===== src/rtl/uart_cmd_ctrl.sv =====
// uart_cmd_ctrl: decodes ctrl/value command pairs from the UART receiver into
// the video-splicing configuration registers, and queues reply bytes that are
// released to the UART transmitter no closer together than GAP_CYCLES.
module uart_cmd_ctrl #(
  parameter int CLK_FREQ   = 50_000_000,
  parameter int BAUD       = 115200,
  parameter int GAP_CYCLES = CLK_FREQ / BAUD * 11
) (
  input  logic       clk,
  input  logic       rst,
  input  logic [3:0] ctrl_cmd,
  input  logic [3:0] value_cmd,
  input  logic       cmd_flag,
  output logic [1:0] layout_mode,
  output logic [1:0] main_ch,
  output logic [3:0] brightness,
  output logic [3:0] freeze_mask,
  output logic       cfg_update,
  output logic [7:0] tx_data,
  output logic       tx_flag,
  output logic       resp_ovf
);

  // Command codes and fixed reply bytes.
  localparam logic [3:0] CMD_LAYOUT     = 4'h1;
  localparam logic [3:0] CMD_MAIN_CH    = 4'h2;
  localparam logic [3:0] CMD_BRIGHT     = 4'h3;
  localparam logic [3:0] CMD_FREEZE     = 4'h4;
  localparam logic [3:0] CMD_QUERY      = 4'hE;
  localparam logic [3:0] CMD_SOFT_RST   = 4'hF;
  localparam logic [3:0] SOFT_RST_KEY   = 4'hA;
  localparam logic [7:0] REPLY_ERR      = 8'hEE;
  localparam logic [7:0] REPLY_SOFT_RST = 8'hFA;
  localparam logic [3:0] BRIGHT_DEFAULT = 4'd8;

  // Gap counter holds GAP_CYCLES-1 at most.
  localparam int CNT_W = (GAP_CYCLES > 1) ? $clog2(GAP_CYCLES) : 1;
  localparam logic [CNT_W-1:0] GAP_LOAD = CNT_W'(GAP_CYCLES - 1);

  typedef enum logic {
    ST_IDLE,
    ST_GAP
  } tx_state_e;

  // Configuration registers and status flags.
  logic [1:0] layout_q, layout_d;
  logic [1:0] main_ch_q, main_ch_d;
  logic [3:0] bright_q, bright_d;
  logic [3:0] freeze_q, freeze_d;
  logic       cfg_update_q, cfg_update_d;
  logic       resp_ovf_q, resp_ovf_d;
  logic       ovf_clr;
  logic [7:0] reply_byte;

  // Reply FIFO: 4 x 8 bits.
  logic [7:0] fifo_mem [4];
  logic [1:0] wr_ptr_q, wr_ptr_d;
  logic [1:0] rd_ptr_q, rd_ptr_d;
  logic [2:0] count_q, count_d;
  logic       fifo_full;
  logic       fifo_empty;
  logic       push_ok;
  logic       drop;
  logic       pop;

  // TX pacer.
  tx_state_e        state_q, state_d;
  logic [CNT_W-1:0] gap_cnt_q, gap_cnt_d;
  logic [7:0]       tx_data_q, tx_data_d;
  logic             tx_flag_q, tx_flag_d;

  assign fifo_full  = (count_q == 3'd4);
  assign fifo_empty = (count_q == 3'd0);
  // A full queue still accepts when the pacer frees a slot in the same cycle.
  assign push_ok    = cmd_flag && (!fifo_full || pop);
  assign drop       = cmd_flag && !push_ok;

  // Command decode: next register values, update pulse and the reply byte.
  // NOTE: every output of a combinational block gets a default first; a path
  // that leaves one unassigned would infer a latch.
  always_comb begin
    layout_d     = layout_q;
    main_ch_d    = main_ch_q;
    bright_d     = bright_q;
    freeze_d     = freeze_q;
    cfg_update_d = 1'b0;
    ovf_clr      = 1'b0;
    reply_byte   = REPLY_ERR;
    if (cmd_flag) begin
      case (ctrl_cmd)
        CMD_LAYOUT: begin
          if (value_cmd[3:2] == 2'b00) begin
            layout_d     = value_cmd[1:0];
            cfg_update_d = (value_cmd[1:0] != layout_q);
            reply_byte   = {CMD_LAYOUT, value_cmd};
          end
        end
        CMD_MAIN_CH: begin
          if (value_cmd[3:2] == 2'b00) begin
            main_ch_d    = value_cmd[1:0];
            cfg_update_d = (value_cmd[1:0] != main_ch_q);
            reply_byte   = {CMD_MAIN_CH, value_cmd};
          end
        end
        CMD_BRIGHT: begin
          bright_d     = value_cmd;
          cfg_update_d = (value_cmd != bright_q);
          reply_byte   = {CMD_BRIGHT, value_cmd};
        end
        CMD_FREEZE: begin
          freeze_d     = value_cmd;
          cfg_update_d = (value_cmd != freeze_q);
          reply_byte   = {CMD_FREEZE, value_cmd};
        end
        CMD_QUERY: begin
          case (value_cmd)
            4'd1:    reply_byte = {value_cmd, 2'b00, layout_q};
            4'd2:    reply_byte = {value_cmd, 2'b00, main_ch_q};
            4'd3:    reply_byte = {value_cmd, bright_q};
            4'd4:    reply_byte = {value_cmd, freeze_q};
            default: reply_byte = REPLY_ERR;
          endcase
        end
        CMD_SOFT_RST: begin
          if (value_cmd == SOFT_RST_KEY) begin
            layout_d     = 2'd0;
            main_ch_d    = 2'd0;
            bright_d     = BRIGHT_DEFAULT;
            freeze_d     = 4'd0;
            cfg_update_d = 1'b1;
            ovf_clr      = 1'b1;
            reply_byte   = REPLY_SOFT_RST;
          end
        end
        default: reply_byte = REPLY_ERR;
      endcase
    end
  end

  // Overflow flag: a dropped reply sets it even if the same command clears it.
  always_comb begin
    resp_ovf_d = resp_ovf_q;
    if (ovf_clr) begin
      resp_ovf_d = 1'b0;
    end
    if (drop) begin
      resp_ovf_d = 1'b1;
    end
  end

  // FIFO pointer and occupancy bookkeeping.
  always_comb begin
    wr_ptr_d = wr_ptr_q + {1'b0, push_ok};
    rd_ptr_d = rd_ptr_q + {1'b0, pop};
    count_d  = count_q + {2'b00, push_ok} - {2'b00, pop};
  end

  // Pacer next state: pop one byte from IDLE, then hold off in GAP so
  // successive strobes are exactly GAP_CYCLES apart when backlogged.
  always_comb begin
    state_d   = state_q;
    gap_cnt_d = gap_cnt_q;
    tx_data_d = tx_data_q;
    tx_flag_d = 1'b0;
    pop       = 1'b0;
    case (state_q)
      ST_IDLE: begin
        if (!fifo_empty) begin
          pop       = 1'b1;
          tx_data_d = fifo_mem[rd_ptr_q];
          tx_flag_d = 1'b1;
          gap_cnt_d = GAP_LOAD;
          state_d   = ST_GAP;
        end
      end
      ST_GAP: begin
        gap_cnt_d = (gap_cnt_q == '0) ? '0 : gap_cnt_q - CNT_W'(1);
        // Leaving as the count reaches 0 lets IDLE reuse that cycle for the
        // next pop instead of adding a cycle to the spacing.
        if (gap_cnt_q <= CNT_W'(1)) begin
          state_d = ST_IDLE;
        end
      end
      default: state_d = ST_IDLE;
    endcase
  end

  // State registers; reset wins over a coincident command.
  // NOTE: sequential state uses non-blocking assignments so every register
  // samples pre-edge values regardless of statement order.
  always_ff @(posedge clk) begin
    if (rst) begin
      layout_q     <= 2'd0;
      main_ch_q    <= 2'd0;
      bright_q     <= BRIGHT_DEFAULT;
      freeze_q     <= 4'd0;
      cfg_update_q <= 1'b0;
      resp_ovf_q   <= 1'b0;
      wr_ptr_q     <= 2'd0;
      rd_ptr_q     <= 2'd0;
      count_q      <= 3'd0;
      state_q      <= ST_IDLE;
      gap_cnt_q    <= '0;
      tx_data_q    <= 8'h00;
      tx_flag_q    <= 1'b0;
    end else begin
      layout_q     <= layout_d;
      main_ch_q    <= main_ch_d;
      bright_q     <= bright_d;
      freeze_q     <= freeze_d;
      cfg_update_q <= cfg_update_d;
      resp_ovf_q   <= resp_ovf_d;
      wr_ptr_q     <= wr_ptr_d;
      rd_ptr_q     <= rd_ptr_d;
      count_q      <= count_d;
      state_q      <= state_d;
      gap_cnt_q    <= gap_cnt_d;
      tx_data_q    <= tx_data_d;
      tx_flag_q    <= tx_flag_d;
    end
  end

  // FIFO storage, written on an accepted push.
  // NOTE: the storage array is not reset; the pointers and count define which
  // entries are valid, so stale contents are never read.
  always_ff @(posedge clk) begin
    if (push_ok) begin
      fifo_mem[wr_ptr_q] <= reply_byte;
    end
  end

  assign layout_mode = layout_q;
  assign main_ch     = main_ch_q;
  assign brightness  = bright_q;
  assign freeze_mask = freeze_q;
  assign cfg_update  = cfg_update_q;
  assign tx_data     = tx_data_q;
  assign tx_flag     = tx_flag_q;
  assign resp_ovf    = resp_ovf_q;

endmodule


===== config.mk =====
export PLATFORM = sky130hd
export DESIGN_NAME = uart_cmd_ctrl
export DESIGN_NICKNAME = d
export VERILOG_FILES = /design/src/rtl/uart_cmd_ctrl.sv
export SDC_FILE = /design/constraint.sdc
export NUM_CORES = 1
export LEC_CHECK = 0
export CORE_MARGIN = 2
export CORE_UTILIZATION = 58
export CTS_CLUSTER_SIZE = 14
export DETAILED_ROUTE_END_ITERATION = 8
export HOLD_SLACK_MARGIN = 0.1
export PLACE_DENSITY = 0.76
export SLEW_MARGIN = 25
export SYNTH_ARGS = -nofsm -noshare
export SYNTH_HDL_FRONTEND = slang
export SYNTH_SLANG_ARGS = --single-unit

===== constraint.sdc =====
create_clock -name clk -period 3.1 [get_ports clk]
set_input_delay 0.62 -clock clk [delete_from_list [all_inputs] [get_ports clk]]
set_output_delay 0.62 -clock clk [all_outputs]
set_load 0.02 [all_outputs]

# ---- After elaboration in Yosys (flattened, before gate mapping)
# Memories as Yosys holds them, arrays and structs flattened. A register that Yosys moved wholly into a read port is not among the register bits.
# Cells that the tools add are included.
dict set report classes {
  n_eq_ne 20
  reduce_logical 19
  n_lt_le_gt_ge 1
  add_sub_neg 5
  muxes 31
  n_bitwise 3
}
# cell count
set ops {}
lappend ops {{$pmux W8 S6} 1}
lappend ops {{$pmux W8 S4} 1}
lappend ops {{$mux W13} 2}
lappend ops {{$pmux W13 S2} 1}
lappend ops {{$mux W8} 3}
lappend ops {{$eq A4 B2 Y1 const B} 4}
lappend ops {{$pmux W4 S2} 2}
lappend ops {{$le A13 B1 Y1 const B} 1}
lappend ops {{$logic_not A13 Y1} 1}
lappend ops {{$sub A13 B1 Y13 const B} 1}
lappend ops {{$eq A4 B4 Y1 const B} 3}
lappend ops {{$mux W1} 12}
lappend ops {{$reduce_bool A2 Y1} 5}
lappend ops {{$eq A4 B1 Y1 const B} 2}
lappend ops {{$eq A4 B3 Y1 const B} 2}
lappend ops {{$mux W4} 2}
lappend ops {{$ne A2 B2 Y1 const B} 4}
lappend ops {{$ne A4 B4 Y1} 2}
lappend ops {{$pmux W2 S2} 2}
lappend ops {{$reduce_and A4 Y1} 2}
lappend ops {{$reduce_and A3 Y1} 2}
lappend ops {{$mux W5} 1}
lappend ops {{$pmux W1 S5} 1}
lappend ops {{$add A2 B1 Y2} 2}
lappend ops {{14 further kinds} 20}
dict set report totals {
  in_bits 11
  n_memories 1
  out_inout_bits 23
  ramBits 32
  ff_bits 36
}
# memory depth width read_ports rd_ports_with_merged_regs write_ports line
set memory_table {}
lappend memory_table {fifo_mem 4 8 1 1 1 56} ;# logic [7:0] fifo_mem [4];

# ---- Logic depth before layout (Yosys ltp)
# Gate-level depths: netlist (run 1).
dict set report depth {
  ltp_word 8
  ltp_mapped 9
  depth_no_buf 8
}

# ---- Worst setup path before layout (run 1)
# Ideal clock, no wire load.
dict set report synth_timing {
  path_kind {register to register}
  from {register count_q[2]}
  to {register count_q[2]}
  t_arrival_ns 2.010
  stages_incl_launch_ff 10
  required_ns 2.972
  path_buffers 1
  setup_ns 0.128
  path_slack_ns 0.963
  synth_period_minus_slack_ns 2.137
  path_cell_list {dfxtp_1 -> nor3_1 -> or2_2 -> inv_1 -> clkbuf_1 -> o21ai_0 -> ha_1 -> fa_1 -> xnor2_1 -> nor2_1}
}
dict set report synth_between {
  elab_chain_cells 7
  word_cells_on_any_way 9
  classes_between {add/sub: 2; eq/ne: 1; mux: 2; reduce/logical: 4}
}
# element line
set synth_rtl {}
lappend synth_rtl {{start, declared} 59} ;# logic [2:0] count_q, count_d;
lappend synth_rtl {{start signal, assigned} 215} ;# count_q <= count_d;
lappend synth_rtl {{$logic_not A3 Y1 *} 73} ;# assign fifo_empty = (count_q == 3'd0);
lappend synth_rtl {{$mux W1 *} 168} ;# if (!fifo_empty) begin
lappend synth_rtl {{$mux W1 *} 166} ;# case (state_q)
lappend synth_rtl {{net pop} 64} ;# logic pop;
lappend synth_rtl {{$logic_or A1 B1 Y1} 75} ;# assign push_ok = cmd_flag && (!fifo_full || pop);
lappend synth_rtl {{$logic_and A1 B1 Y1} 75}
lappend synth_rtl {{$add A3 B1 Y3} 155} ;# count_d = count_q + {2'b00, push_ok} - {2'b00, pop};
lappend synth_rtl {{$sub A3 B1 Y3 *} 155}
# Mark *: on every way through the listed nets, which the timed path passes. The rest lies on a longest branch.
# A chain may end at the register's enable or synchronous reset.

# ---- Worst setup path in the final report (run 1)
dict set report layout_timing {
  from {input ctrl_cmd[1]}
  to {memory fifo_mem[3][4] (data pin)}
}
dict set report layout_between {
  elab_chain_cells 3
  word_cells_on_any_way 8
  classes_between {eq/ne: 6; mux: 2}
}
# element line
set layout_rtl {}
lappend layout_rtl {{start, declared} 11} ;# input logic [3:0] ctrl_cmd,
lappend layout_rtl {{$eq A4 B4 Y1, or another cell as far along} 90} ;# case (ctrl_cmd)
lappend layout_rtl {{$pmux W8 S6 *} 90}
lappend layout_rtl {{$mux W8 *} 89} ;# if (cmd_flag) begin
lappend layout_rtl {{net reply_byte[4]} 53} ;# logic [7:0] reply_byte;
lappend layout_rtl {{end, declared} 56}
# Marked as above.

==> reports/metrics.csv, run 1 <==
metric,value,unit
status,"finished, final reports clean",
sequential-to-total area share from yosys stat,47.68,%
pwr/cell area,764.0,nW/µm²
Avg Inst Size Synth,9.955,µm²
I/O Buffers,33,
TritonCTS clock tree,yes,
Post-Route WL,8.361,mm
worst r2r src,count_q[2],
final worst slack,508.8,ps
syn nets,405,
dpl ws,244.2,ps
first-pass GRT wire length,13.60,mm
area grow syn2layout,15.81,%
cell area after synthesis,3862,µm²
initial core utilization,60.48,%
share of layout cells above drive strength 1,11.71,%
vias per inst,6.079,
"Largest delay share family, worst path",buffers and inverters,
fmax,385.9,MHz
DRT iter0 DRCs,160,
max_cap viols,0,
clk slew on worst S/H paths,90,ps
crit-path cells,clkdlybuf4s50_1 -> nand2b_1 -> nor2_1 -> a31oi_1 -> a21boi_0,
"EDFF count, synth",32,
crit end category,register,
Setup CP Type,in -> reg,
VDD IR max,0.6327,mV
total grt overflow,0,
Die Height,85.61,µm
Die Wd,85.61,µm
Fillers,484,
DR WL/cell,16.59,µm
CP Max Fanout,17,
Reg2Reg Capture Point,count_q[1],
num rows,29,
post-cts sizing count,0,
Worst Path Required,3190,ps
Root Driver,clkbuf_8,
unrepaired setup endpoints after global routing,false,
worst relative slew slack,36.12,%
Cells after Synth,388,
Critical Path Stages,5,
"Top FF cell, synth",dfxtp_1,
Critical Path Max Stage Delay,850,ps
Post-CTS Setup Inserts,0,
P_leak,1.552,nW
crit path to,fifo_mem[3][4],
H-tree Lvls,3,
largest net degree at the start of global routing,44,
register area,1842,µm²
DR vias,3064,
gr usage total,23.81,%
minimum clock period,2591,ps
Setup TNS,0,ps
Worst setup SP type,input port,
final RePlAce weighted congestion,0.9336,
total power draw,3.417,mW
Hold Path Class,reg -> reg,
ANT cells,0,
cts hold-fix bufs,0,
slowest CP cell,clkdlybuf4s50_1,
Final nets,439,
Routed Antenna Nets,0,
later-pin clock latency in the skew report,350,ps
"Hold Vio Cnt, Final",0,
Core Region,6386,µm²
Die ar.,7328,µm²
vias in the first global route,2829,
Cells after DPL,488,
Pins Over Slew Limit,0,
"FFs w/ async S/R, synth",0,%
synth unique cells,61,
R2R cell count,7,
clock skew,10.87,ps
Least-Margin Pin Slew,949.5,ps
yosys warns,0,
footprint of the multi-input gates,1869,µm²
TritonCTS Buffers,9,
HPWL after DPL,5.908,mm
Finished Layout Cells,504,
clock buffer depth,2,
CP arrival,2680,ps
Reg2Reg Setup Slack,900,ps
Final setup viols,0,
Yosys reg bits,76,
IO Count,34,
CP startpoint,ctrl_cmd[1],
DRC,0,
DR pass1 iterations,4,
final hold slack,456.1,ps
Sink Count,76,
final period utilization,83.59,%
number of buffers and inverters on the critical path,1,
antenna violations before repair,0,
[state kept, by name, summed over array words and instances, names as in the netlist]
register / cells
resp_ovf: 1
freeze_mask: 4
tx_data: 8
tx_flag: 1
count_q: 3
brightness: 4
main_ch: 2
state_q: 1
cfg_update: 1
wr_ptr_q: 2
gap_cnt_q: 13
fifo_mem: 32
rd_ptr_q: 2
layout_mode: 2
[placed cells by master (no fill, tap or decap), drive strengths merged, types with 3 or more instances in the layout]
cell type | synthesis | layout
a21boi | 4 | 4
a21oi | 38 | 38
a221oi | 4 | 4
and2 | 3 | 3
and3 | 3 | 3
buf | 9 | 16
clkbuf | 17 | 9
clkdlybuf4s50 | 0 | 33
dfxtp | 44 | 44
edfxtp | 32 | 32
ha | 5 | 5
inv | 9 | 13
mux2i | 15 | 15
mux4 | 8 | 8
nand2 | 38 | 38
nand2b | 7 | 7
nand3 | 8 | 8
nand4 | 5 | 5
nor2 | 37 | 37
nor2b | 13 | 13
nor3 | 11 | 11
nor4 | 5 | 5
nor4b | 3 | 3
o21ai | 14 | 14
o22ai | 3 | 3
o31ai | 4 | 4
or3 | 3 | 3
xnor2 | 8 | 8
[worst register-to-register path: cells and delay by family (launching register included)]
| family | cells | cell delay [ps] |
|---|---|---|
| buffers and inverters | 1 | 90 |
| AND/OR/NAND/NOR | 3 | 820 |
| AO/OA/AOI/OAI | 1 | 210 |
| flip-flops | 1 | 360 |
| adder cells (fa/ha/maj) | 2 | 610 |
[power by group]
part / switching (mW) / internal [mW]
clock network: 0.390 / 0.302
registers: 0.162 / 1.22
logic: 0.764 / 0.575
[layer usage]
metal	global-route usage [%]	wire length [µm]	vias to the layer above	share of wire, %
met5	0	0	-	0
met4	11.54	293	0	3.5
met3	5.582	415	22	5.0
met2	38.57	3918	104	47
met1	30.17	3735	1444	45
li1	-	-	1494	-
[per-stage QoR]
stage | area [µm²] | utilization (%)
floorplan | 3862 | -
finish | 4473 | 70.04
detailed placement | 4292 | 67.20
global placement | 4292 | 67.20
CTS | 4473 | 70.04
global route | 4473 | 70.04
[area by class of cell]
class,count,share of cell area (%)
clock buffer,9,2.769
clock inverter,7,1.287
inverter,9,0.7552
multi-input combinational,277,41.79
sequential,76,41.17
tap,77,2.154
timing repair buffer,49,10.07
[cell families after synthesis]
logic type,synth area share (%)
AOI/OAI and AO/OA,14.93
xor gates and xnor gates,2.268
adders and majority gates,2.397
buffers and inverters,3.920
DFF,47.68
muxes,8.843
and+or+nand+nor,19.95
[cells in the mapped netlist, drive strengths merged (4+ instances only)]
cell / n / area (µm²)
a21boi: 4 / 30.03
a21oi: 38 / 190.2
a221oi: 4 / 35.03
buf: 9 / 53.80
clkbuf: 17 / 63.81
dfxtp: 44 / 880.8
edfxtp: 32 / 960.9
ha: 5 / 62.56
inv: 9 / 33.78
mux2i: 15 / 150.1
mux4: 8 / 180.2
nand2: 38 / 142.6
nand2b: 7 / 43.79
nand3: 8 / 40.04
nand4: 5 / 31.28
nor2: 37 / 138.9
nor2b: 13 / 81.33
nor3: 11 / 55.05
nor4: 5 / 46.29
o21ai: 14 / 70.07
o31ai: 4 / 30.03
xnor2: 8 / 70.07
[worst min path at each step]
stage / startpoint / cells past startpoint / to
global route: tx_data[6] / 2 / tx_data[6]
detailed placement: tx_data[6] / 2 / tx_data[6]
global placement: tx_data[2] / 2 / tx_data[2]
CTS: tx_data[3] / 2 / tx_data[3]
floorplan: gap_cnt_q[12] / 2 / gap_cnt_q[12]
finish: tx_data[6] / 2 / tx_data[6]
Note: power is estimated with default switching activity, not from simulation.
==> inputs of run 2 (changes only) <==
--- a/config.mk
+++ b/config.mk
@@ -6,11 +6,11 @@
 export NUM_CORES = 1
 export LEC_CHECK = 0
 export CORE_MARGIN = 2
-export CORE_UTILIZATION = 58
+export CORE_UTILIZATION = 52
 export CTS_CLUSTER_SIZE = 14
 export DETAILED_ROUTE_END_ITERATION = 8
 export HOLD_SLACK_MARGIN = 0.1
-export PLACE_DENSITY = 0.76
+export PLACE_DENSITY = 0.72
 export SLEW_MARGIN = 25
 export SYNTH_ARGS = -nofsm -noshare
 export SYNTH_HDL_FRONTEND = slang
==> constraint.sdc (replaced) <==
create_clock -name clk -period 2.3 [get_ports clk]
set_input_delay 0.46 -clock clk [delete_from_list [all_inputs] [get_ports clk]]
set_output_delay 0.46 -clock clk [all_outputs]
set_load 0.02 [all_outputs]
==> run 2 against run 1 <==
  * Clock-buffer cell count did not move
  * Largest power group is now combinational cells
  * Highest routed layer unchanged
  * Sequential share of layout area fell by 2.5 points
  * Flip-flop and latch count unchanged
  * Clock skew rose by 0.98 ps
  * Sequential power increased by 35%
  * Combinational power grew 41%
  * Critical path depth increased by 2
  * First-iteration DRC count down 17%
  * Register-to-register slack got worse by 740 ps
  * Die area up 11%
==> reports/metrics.csv, run 2 (same netlist as run 1, synthesis figures left out) <==
metric,value,unit,change
status,"finished, final reports clean",,unchanged
Finished Layout Cells,556,,was 504
unrepaired setup endpoints after global routing,false,,unchanged
Final nets,469,,was 439
DRT iter0 DRCs,133,,was 160
post-cts sizing count,0,,unchanged
DR pass1 iterations,4,,unchanged
Least-Margin Pin Slew,590.0,ps,was 949.5 ps
pwr/cell area,988.3,nW/µm²,was 764.0 nW/µm²
number of flip-flops in the largest register,32,,unchanged
share of layout cells above drive strength 1,17.72,%,was 11.71%
Sink Count,76,,unchanged
minimum clock period,2135,ps,
worst relative slew slack,60.61,%,was 36.12%
Post-Route M1 WL,3.845,mm,was 3.735 mm
clock skew,11.85,ps,was 10.87 ps
Fillers,600,,was 484
Root Driver,clkbuf_8,,unchanged
P_leak,1.705,nW,was 1.552 nW
Routed Antenna Nets,0,,unchanged
VDD IR max,0.5697,mV,was 0.6327 mV
vias per inst,5.628,,was 6.079
ANT cells,0,,unchanged
Top reg by flops,fifo_mem,,unchanged
Reg2Reg Setup Slack,160,ps,was 900 ps
most frequent cells in the layout,"44 x dfxtp_1, 44 x buf_4, 38 x nand2_1, 38 x a21oi_1, 36 x nor2_1",,"was 44 x dfxtp_1, 38 x nand2_1, 38 x a21oi_1, 37 x nor2_1, 33 x clkdlybuf4s50_1"
TritonCTS Buffers,9,,unchanged
max_cap viols,0,,unchanged
Top Layer Used,met4,,unchanged
area grow syn2layout,23.16,%,was 15.81%
dpl ws,-140.6,ps,was 244.2 ps
vias in the first global route,2992,,was 2829
clk slew on worst S/H paths,80,ps,was 90 ps
DRC,0,,unchanged
IO Count,34,,unchanged
CP arrival,2360,ps,was 2680 ps
HPWL after DPL,6.404,mm,was 5.908 mm
later-pin clock latency in the skew report,350,ps,about the same
Die Wd,90.19,µm,was 85.61 µm
gr usage total,22.34,%,was 23.81%
met3 WL,413,µm,was 415 µm
clock buffer depth,2,,unchanged
DR vias,3129,,was 3064
Post-CTS Setup Inserts,0,,unchanged
antenna violations before repair,0,,unchanged
final period utilization,92.85,%,
wire length on met2,4.294,mm,was 3.918 mm
fmax,468.3,MHz,
"Hold Vio Cnt, Final",0,,unchanged
largest net degree at the start of global routing,44,,unchanged
Pins Over Slew Limit,0,,unchanged
total grt overflow,0,,unchanged
Final setup viols,0,,unchanged
initial core utilization,53.54,%,was 60.48%
first-pass GRT wire length,14.59,mm,was 13.60 mm
H-tree Lvls,3,,unchanged
cts hold-fix bufs,0,,unchanged
Die Height,90.19,µm,was 85.61 µm
TritonCTS clock tree,yes,,unchanged
Cells after DPL,540,,was 488
DR WL/cell,15.65,µm,was 16.59 µm
Worst Path Required,2520,ps,was 3190 ps
Hold Path Class,reg -> reg,,unchanged
CP Max Fanout,6,,was 17
final worst slack,164.6,ps,was 508.8 ps
I/O Buffers,33,,unchanged
Worst setup SP type,register,,was input port
Die ar.,8133,µm²,was 7328 µm²
Setup CP Type,reg -> reg,,was in -> reg
final RePlAce weighted congestion,0.9471,,was 0.9336
num rows,31,,was 29
crit end category,register,,unchanged
Core Region,7214,µm²,was 6386 µm²
"Core Util, Final",65.94,%,was 70.04%
Post-Route WL,8.701,mm,was 8.361 mm
run 2: changes by cell type in the layout (fill, tap and decap cells not counted), sizes merged:
cell | before | now
buf | 16 | 46
inv | 13 | 11
clkinv | 2 | 3
clkinvlp | 1 | 2
run 2: through the flow:
| step | TNS [ps] | power, mW | hold slack (ps) | area (µm²) |
|---|---|---|---|---|
| finish | 0 | 4.701 | 454.1 | 4757 |
| global route | 0 | 5.015 | 479.1 | 4757 |
| CTS | 0 | 4.722 | 458.1 | 4755 |
| detailed placement | -2141 | 3.784 | 446.5 | 4569 |
| global placement | -1104 | 3.742 | 441.3 | 4569 |
| floorplan | 0 | 3.231 | 443.1 | 3862 |
run 2: power by group:
group	internal (mW)	switching, mW
Combinational	0.849	1.04
Sequential	1.65	0.234
Clock	0.408	0.522
Total	2.91	1.80
run 2: per-layer routing:
layer	global-route usage, %	vias to the layer above
met5	0	-
met4	7.564	0
met3	4.443	12
met2	37.78	96
met1	28.77	1472
li1	-	1549
run 2: path summary, 6_finish.rpt:
check	start	to	depth (start not counted)
setup / recovery	gap_cnt_q[0]	gap_cnt_q[7]	7
hold / removal	tx_data[1]	tx_data[1]	2
setup reg to reg	gap_cnt_q[0]	gap_cnt_q[7]	7
hold reg to reg	tx_data[1]	tx_data[1]	2
run 2: area by class of cell:
class | count | area [µm²] | area share (%)
Multi-Input combinational cell | 277 | 1872 | 39.35
Sequential cell | 76 | 1842 | 38.72
Timing Repair Buffer | 79 | 700.7 | 14.73
Clock buffer | 9 | 123.9 | 2.604
Tap cell | 99 | 123.9 | 2.604
Clock inverter | 7 | 61.31 | 1.289
Inverter | 9 | 33.78 | 0.7102
run 2: worst max-delay path, stage by stage (launching register included):
cell	delay [ps]
dfxtp_1	360
inv_1	90
ha_1	190
or3b_2	580
nor4_4	440
o21ai_0	150
a21oi_1	160
nor2_1	50
